**config.mk**
```make
export PLATFORM = sky130hd
export DESIGN_NAME = aes_mixcol_addkey
export DESIGN_NICKNAME = d
export VERILOG_FILES = /design/src/rtl/aes_mixcol_addkey.sv
export SDC_FILE = /design/constraint.sdc
export NUM_CORES = 1
export LEC_CHECK = 0
export ABC_AREA = 1
export CORE_MARGIN = 3
export CORE_UTILIZATION = 54
export DETAILED_ROUTE_END_ITERATION = 10
export GPL_ROUTABILITY_DRIVEN = 0
export PLACE_DENSITY_LB_ADDON = 0.3
export SYNTH_ARGS = -nofsm -noshare
export SYNTH_HDL_FRONTEND = slang
export SYNTH_SLANG_ARGS = --single-unit
```
**constraint.sdc**
```tcl
create_clock -name clk -period 1.6 [get_ports clk]
set_input_delay 0.4 -clock clk [delete_from_list [all_inputs] [get_ports clk]]
set_output_delay 0.4 -clock clk [all_outputs]
set_load 0.02 [all_outputs]
```
**src/rtl/aes_mixcol_addkey.sv**
```systemverilog
// AES forward MixColumns + AddRoundKey on a 128-bit state, COLS_PER_CYCLE columns per clock.
// Final-round blocks (in_last) skip MixColumns and only XOR the round key.
module aes_mixcol_addkey #(
  parameter int COLS_PER_CYCLE = 1
) (
  input  logic         clk,
  input  logic         rst_n,
  input  logic         in_valid,
  output logic         in_ready,
  input  logic [127:0] in_state,
  input  logic [127:0] in_key,
  input  logic         in_last,
  output logic         out_valid,
  input  logic         out_ready,
  output logic [127:0] out_state,
  output logic         busy
);

  generate
    if (!(COLS_PER_CYCLE == 1 || COLS_PER_CYCLE == 2 || COLS_PER_CYCLE == 4)) begin : g_bad_cfg
      $error("aes_mixcol_addkey: COLS_PER_CYCLE must be 1, 2 or 4");
    end
  endgenerate

  // Column counter is 2 bits wide, so a step of 4 wraps straight back to 0.
  localparam logic [1:0] STEP     = 2'(COLS_PER_CYCLE % 4);
  localparam logic [1:0] LAST_CNT = 2'(4 - COLS_PER_CYCLE);

  typedef enum logic [1:0] {IDLE, RUN, DONE} state_t;

  state_t       st;
  logic [1:0]   cnt;
  logic [127:0] work;
  logic [127:0] key_r;
  logic         last_r;
  logic [127:0] work_next;

  function automatic logic [7:0] xtime(input logic [7:0] b);
    return {b[6:0], 1'b0} ^ (b[7] ? 8'h1b : 8'h00);
  endfunction

  function automatic logic [31:0] mix_col(input logic [31:0] c);
    logic [7:0] s0, s1, s2, s3;
    logic [7:0] m0, m1, m2, m3;
    s0 = c[7:0];
    s1 = c[15:8];
    s2 = c[23:16];
    s3 = c[31:24];
    m0 = xtime(s0) ^ xtime(s1) ^ s1 ^ s2 ^ s3;
    m1 = s0 ^ xtime(s1) ^ xtime(s2) ^ s2 ^ s3;
    m2 = s0 ^ s1 ^ xtime(s2) ^ xtime(s3) ^ s3;
    m3 = xtime(s0) ^ s0 ^ s1 ^ s2 ^ xtime(s3);
    return {m3, m2, m1, m0};
  endfunction

  always_comb begin
    work_next = work;
    for (int i = 0; i < 4; i++) begin
      if (i >= int'(cnt) && i < int'(cnt) + COLS_PER_CYCLE) begin
        work_next[32*i +: 32] = (last_r ? work[32*i +: 32] : mix_col(work[32*i +: 32]))
                                ^ key_r[32*i +: 32];
      end
    end
  end

  // Handshakes: a transfer happens on a rising edge where valid and ready are both high;
  // a source holds its payload until that edge, and ready never depends on valid.
  always_ff @(posedge clk) begin
    if (!rst_n) begin
      st        <= IDLE;
      cnt       <= 2'd0;
      work      <= 128'd0;
      key_r     <= 128'd0;
      last_r    <= 1'b0;
      in_ready  <= 1'b1;
      out_valid <= 1'b0;
      busy      <= 1'b0;
    end else begin
      case (st)
        IDLE: begin
          if (in_valid && in_ready) begin
            work     <= in_state;
            key_r    <= in_key;
            last_r   <= in_last;
            cnt      <= 2'd0;
            st       <= RUN;
            in_ready <= 1'b0;
            busy     <= 1'b1;
          end
        end
        RUN: begin
          work <= work_next;
          cnt  <= cnt + STEP;
          if (cnt == LAST_CNT) begin
            st        <= DONE;
            out_valid <= 1'b1;
          end
        end
        DONE: begin
          if (out_ready) begin
            st        <= IDLE;
            out_valid <= 1'b0;
            in_ready  <= 1'b1;
            busy      <= 1'b0;
          end
        end
        default: st <= IDLE;
      endcase
    end
  end

  assign out_state = work;

endmodule

```
# [After elaboration in Yosys (flattened, before gate mapping)]
# Index checks and enable logic that the tools add are counted.
[word_totals] elab_cells=171 regBits=264 out_inout_bits=131 in_bits=261
[op_classes] muxes=40 reduce_logical=17 addsub=2 bitwise_logic=84 n_eq_ne=10 magnitude_cmp=7
[ops] operator="XOR 8 bit" n=64
[ops] operator="two-way mux 32 bit" n=8
[ops] operator="one-hot mux 128 bit (2 select lines)" n=1
[ops] operator="two-way mux 128 bit" n=1
[ops] operator="XOR 32 bit" n=4
[ops] operator="XOR 8 x 5 -> 8 bit" n=16
[ops] operator="two-way mux 5 bit" n=16
[ops] operator="less-than comparator 1 x 32 -> 1 bit (first input constant)" n=1
[ops] operator="less-than comparator 2 x 32 -> 1 bit (first input constant)" n=1
[ops] operator="less-than comparator 3 x 32 -> 1 bit (first input constant)" n=1
[ops] operator="AND reduction 3 bit" n=7
[ops] operator="inequality test 2 bit (second input constant)" n=7
[ops] operator="two-way mux 2 bit" n=4
[ops] operator="one-hot mux 1 bit (2 select lines)" n=3
[ops] operator="one-hot mux 2 bit (3 select lines)" n=1
[ops] operator="nonzero test 2 bit" n=3
[ops] operator="two-way mux 1 bit" n=5
[ops] operator="equality test 2 bit (second input constant)" n=2
[ops] operator="greater-or-equal comparator 1 x 2 -> 1 bit (first input constant)" n=2
[ops] operator="logical AND 1 bit" n=4
[ops] operator="one-hot mux 2 bit (2 select lines)" n=1
[ops] operator="AND reduction 2 bit" n=2
[ops] operator="adder 2 x 1 -> 3 bit (second input constant)" n=1
[ops] operator="less-than comparator 2 x 3 -> 1 bit (first input constant)" n=1
[ops] operator="other kinds (4)" n=4

# [Longest topological paths before layout]
[logic_depth] ltp_word=10 ltp_mapped=14 ltp_nobuf=13

# [Worst setup path before layout]
# Ideal clock, no wire load.
[synth_path] kind="register to register" from="register work[47] (netlist: out_state[47])" to="register work[35] (netlist: out_state[35])" setup_ns=0.132 required_time_ns=1.468 path_buffers=1 arrival_ns=1.430 stages_incl_launch_ff=13 synth_period_minus_slack_ns=1.563 slack_ns=0.037 path_cell_list="dfxtp_1 buf_4 nor2_1 nor2_1 nand2_1 nand2_1 inv_1 nand2_1 nand3_1 nand3_1 nand3_1 nand2_1 a21oi_1"
[synth_via] elab_chain_len=10
[synth_lines] item="start: declaration" line_no="33" source="logic [127:0] work;"
[synth_lines] item="start signal: assignment" line_no="82" source="work <= in_state;"
[synth_lines] item="start signal: assignment" line_no="92" source="work <= work_next;"
[synth_lines] item="two-way mux 5 bit" line_no="39" source="return {b[6:0], 1'b0} ^ (b[7] ? 8'h1b : 8'h00);"
[synth_lines] item="XOR 8 x 5 -> 8 bit" line_no="39"
[synth_lines] item="XOR 8 bit (4 in series)" line_no="49" source="m0 = xtime(s0) ^ xtime(s1) ^ s1 ^ s2 ^ s3;"
[synth_lines] item="two-way mux 32 bit" line_no="60" source="work_next[32*i +: 32] = (last_r ? work[32*i +: 32] : mix_col(work[32*i +: 32]))"
[synth_lines] item="XOR 32 bit" line_no="61" source="^ key_r[32*i +: 32];"
[synth_lines] item="two-way mux 32 bit" line_no="59" source="if (i >= int'(cnt) && i < int'(cnt) + COLS_PER_CYCLE) begin"
[synth_lines] item="one-hot mux 128 bit (2 select lines)" line_no="79" source="case (st)"
# Every way passes these cells. The select of a mux whose other input is x is not followed.
# A chain may end at the register's enable or synchronous reset.

# [Final worst setup path]
[layout_path] from="register in_ready" to="register work[104] (netlist: out_state[104])"
[layout_via] elab_chain_len=3
[layout_lines] item="start: declaration" line_no="9" source="output logic in_ready,"
[layout_lines] item="start signal: assignment" line_no="75" source="in_ready <= 1'b1;"
[layout_lines] item="start signal: assignment" line_no="87" source="in_ready <= 1'b0;"
[layout_lines] item="start signal: assignment" line_no="103" source="in_ready <= 1'b1;"
[layout_lines] item="logical AND 1 bit" line_no="81" source="if (in_valid && in_ready) begin"
[layout_lines] item="inequality test 2 bit (no line)"
[layout_lines] item="AND reduction 3 bit (no line)"
# Every way passes these cells.

==> reports/metrics.yaml <==
status: "finished with violations"
violations: "setup timing"
wl_um: 82660
route.vias.total: 28670
fin_crit_sh_pct: 103.6
grt_pass1_vias: 25510
critPathKind: "flop to flop"
numCtsBuffers: 31
initial_utilization_pct: 55.20
die_area_sq_um: 42310
grt_pass1_wl_um: 122600
powerDensity_nw_per_um2: 1025
slowest_delay_ns: 0.33
yosys_warnings: 0
clock.fmax_ghz: 0.6031
cts_tree: "yes"
via_per_inst: 5.604
worstPathMaxFanout: 7
num_rows: 72
cts_max_level: 1
maxCapViolCount: 0
worstMarginPinSlew_ns: 0.5305
r2r_start: "in_ready"
start_kind: "flop"
synth_edf_count: 0
required_ns: 2.11
ys_seq_elements: 264
worstHoldStart: "rst_n"
crit_chain: "nand2_4 -> nor3_4 -> buf_12 -> buf_6 -> nor2_4 -> buf_12 -> buf_6 -> clkbuf_16 -> nand2_1 -> a21oi_1"
final_cell_mix: "nand2_1 (1,795), nand3_1 (440), nor2_1 (297)"
async_flop_share_pct: 0
remaining_drc_errors: 0
synth.distinct_cells: 27
dr.pass1.iters: 9
p_leak_nw: 14.76
clkSinkCount: 264
stdcell_count: 5117
finalMaxSlewViolations: 0
critPathLaunch: "in_ready"
pin_count: 392
clk_path_buf_depth: 3
synth_ff_type: "dfxtp_1"
cts_root_buf: "clkbuf_16"
die_width_um: 205.7
period_needed_ns: 1.658
dp.cells: 5022
cp_slowest_cell: "dfxtp_2"
ys_top_cells_by_area: "nand2_1 (34%), dfxtp_1 (25%), nand3_1 (11%)"
grt_usage_pct: 34.76
hp-class: "input port to flop"
final_nets: 4841
wl_per_cell_um: 16.15
maxSlewHeadroom_pct: 64.64
clk-insertion-delay-late_ns: 0.60
drive_above_1_share_pct: 20.35
io_buffers: 391
synth_nets: 4360
antenna_found_initial: 5
critPathCaptureType: "flop"
synth.top_cell.area_share_pct: 33.57
grt_overflow: 0
final-setup-viol-count: 15
grt_max_degree: 71
yosysSeqAreaShare_pct: 24.54
postLayoutCoreUtil_pct: 77.36
worst_slack_ns: -0.05803
final_common_cell: "nand2_1"
ir_drop_mv: 1.112
rsz0062_at_grt: "yes"
hpwl_um: 56190
synth_area_sq_um: 21530
avgSynthCellArea_sq_um: 5.258
critPathArrivalTime_ns: 2.17
antenna_left: 0
yosys.area.top_type: "nand2_1"
clock_skew_ns: 0.02290
netlist_instances: 4095
area_delta_synth_final_pct: 40.14
hold_viol_final: 0
die_height_um: 205.7
drtIter0Drc: 2899
clkTransAtPathRegs_ns: 0.06
coreArea_sq_um: 39010
metal layers:
layer	vias to the layer above	wire [um]	track usage, %
met5	-	17	0
met4	2	4678	15.65
met3	359	8047	5.331
met2	1618	38070	58.60
met1	12870	31850	43.79
li1	13830	-	-
state kept, by name, indices dropped and copies added (netlist names):
register	cells
key_r	128
cnt	2
st	2
busy	1
in_ready	1
out_valid	1
out_state	128
last_r	1
worst max-delay path: cells and delay by family, from the launching register on:
| family | cells | cell delay (ns) |
|---|---|---|
| AO/OA/AOI/OAI | 1 | 0.17 |
| AND/OR/NAND/NOR | 4 | 0.37 |
| flip-flops | 1 | 0.33 |
| buffers and inverters | 5 | 0.69 |
per-stage QoR:
stage	power, mW	hold slack [ns]	TNS, ns	cell area [sq um]	setup WS (ns)
floorplan	16.89	0.4371	0	21530	0.03742
global placement	21.14	0.4476	-118.84	27350	-0.6140
detailed placement	21.46	0.4542	-125.70	27350	-0.6167
CTS	29.13	0.1263	-0.05633	28380	-0.01930
global route	32.93	0.1523	-4.319	30180	-0.1704
finish	30.94	0.1410	-0.2783	30180	-0.05803
where the power goes:
part / total (mW) / switching (mW) / internal, mW
Combinational: 15.2 / 9.12 / 6.04
Clock: 7.62 / 3.02 / 4.61
Sequential: 8.17 / 0.821 / 7.35
area by class of cell:
class	count	area (sq um)
multi-input combinational	3288	15120
fill	3030	8831
timing repair buffer	688	6604
sequential	264	5529
inverter	303	1209
clock buffer	43	882.1
tap	518	648.1
clock inverter	9	177.7
antenna	4	10.01
worst paths after layout:
kind / to / slack, ns / cells past startpoint
worst min register to register: key_r[8] / 0.46 / 2
worst max-delay path: out_state[104] / -0.06 / 10
worst min-delay path: key_r[91] / 0.14 / 3
worst max register to register: out_state[104] / -0.06 / 10
cell usage after synthesis, types with 2 or more instances:
| master | instances |
|---|---|
| nand2_1 | 1926 |
| nand3_1 | 490 |
| nor2_1 | 349 |
| inv_1 | 289 |
| dfxtp_1 | 264 |
| a21oi_1 | 257 |
| o21ai_0 | 164 |
| buf_2 | 145 |
| clkbuf_1 | 69 |
| nand3b_1 | 29 |
| xor2_1 | 26 |
| xnor2_1 | 22 |
| buf_4 | 15 |
| clkbuf_2 | 8 |
| o21ai_1 | 8 |
| inv_2 | 7 |
| clkinv_1 | 6 |
| ha_1 | 4 |
| o211ai_1 | 4 |
| a21oi_4 | 3 |
| buf_1 | 3 |
| nand4_1 | 2 |
repair_timing:
item / CTS / global route
pin swaps: 2 / 122
buffers inserted: 15 / 11
setup endpoints to repair: 282 / 256
gates resized for setup: 721 / 543
gates cloned: 2 / 11
hold buffers: 0 / 0
kinds of logic (layout without fill, tap and decap cells):
group / Yosys count / after routing / share of synthesized area, %
AND/OR/NAND/NOR: 2799 / 2799 / 52.27
buffers and inverters: 543 / 1043 / 10.63
AO/OA/AOI/OAI: 437 / 437 / 10.37
flip-flops: 264 / 264 / 24.54
XOR/XNOR: 48 / 48 / 1.952
adder cells (fa/ha/maj): 4 / 4 / 0.2324
other: 0 / 4 / 0
Note: power is estimated with default switching activity, not from simulation.
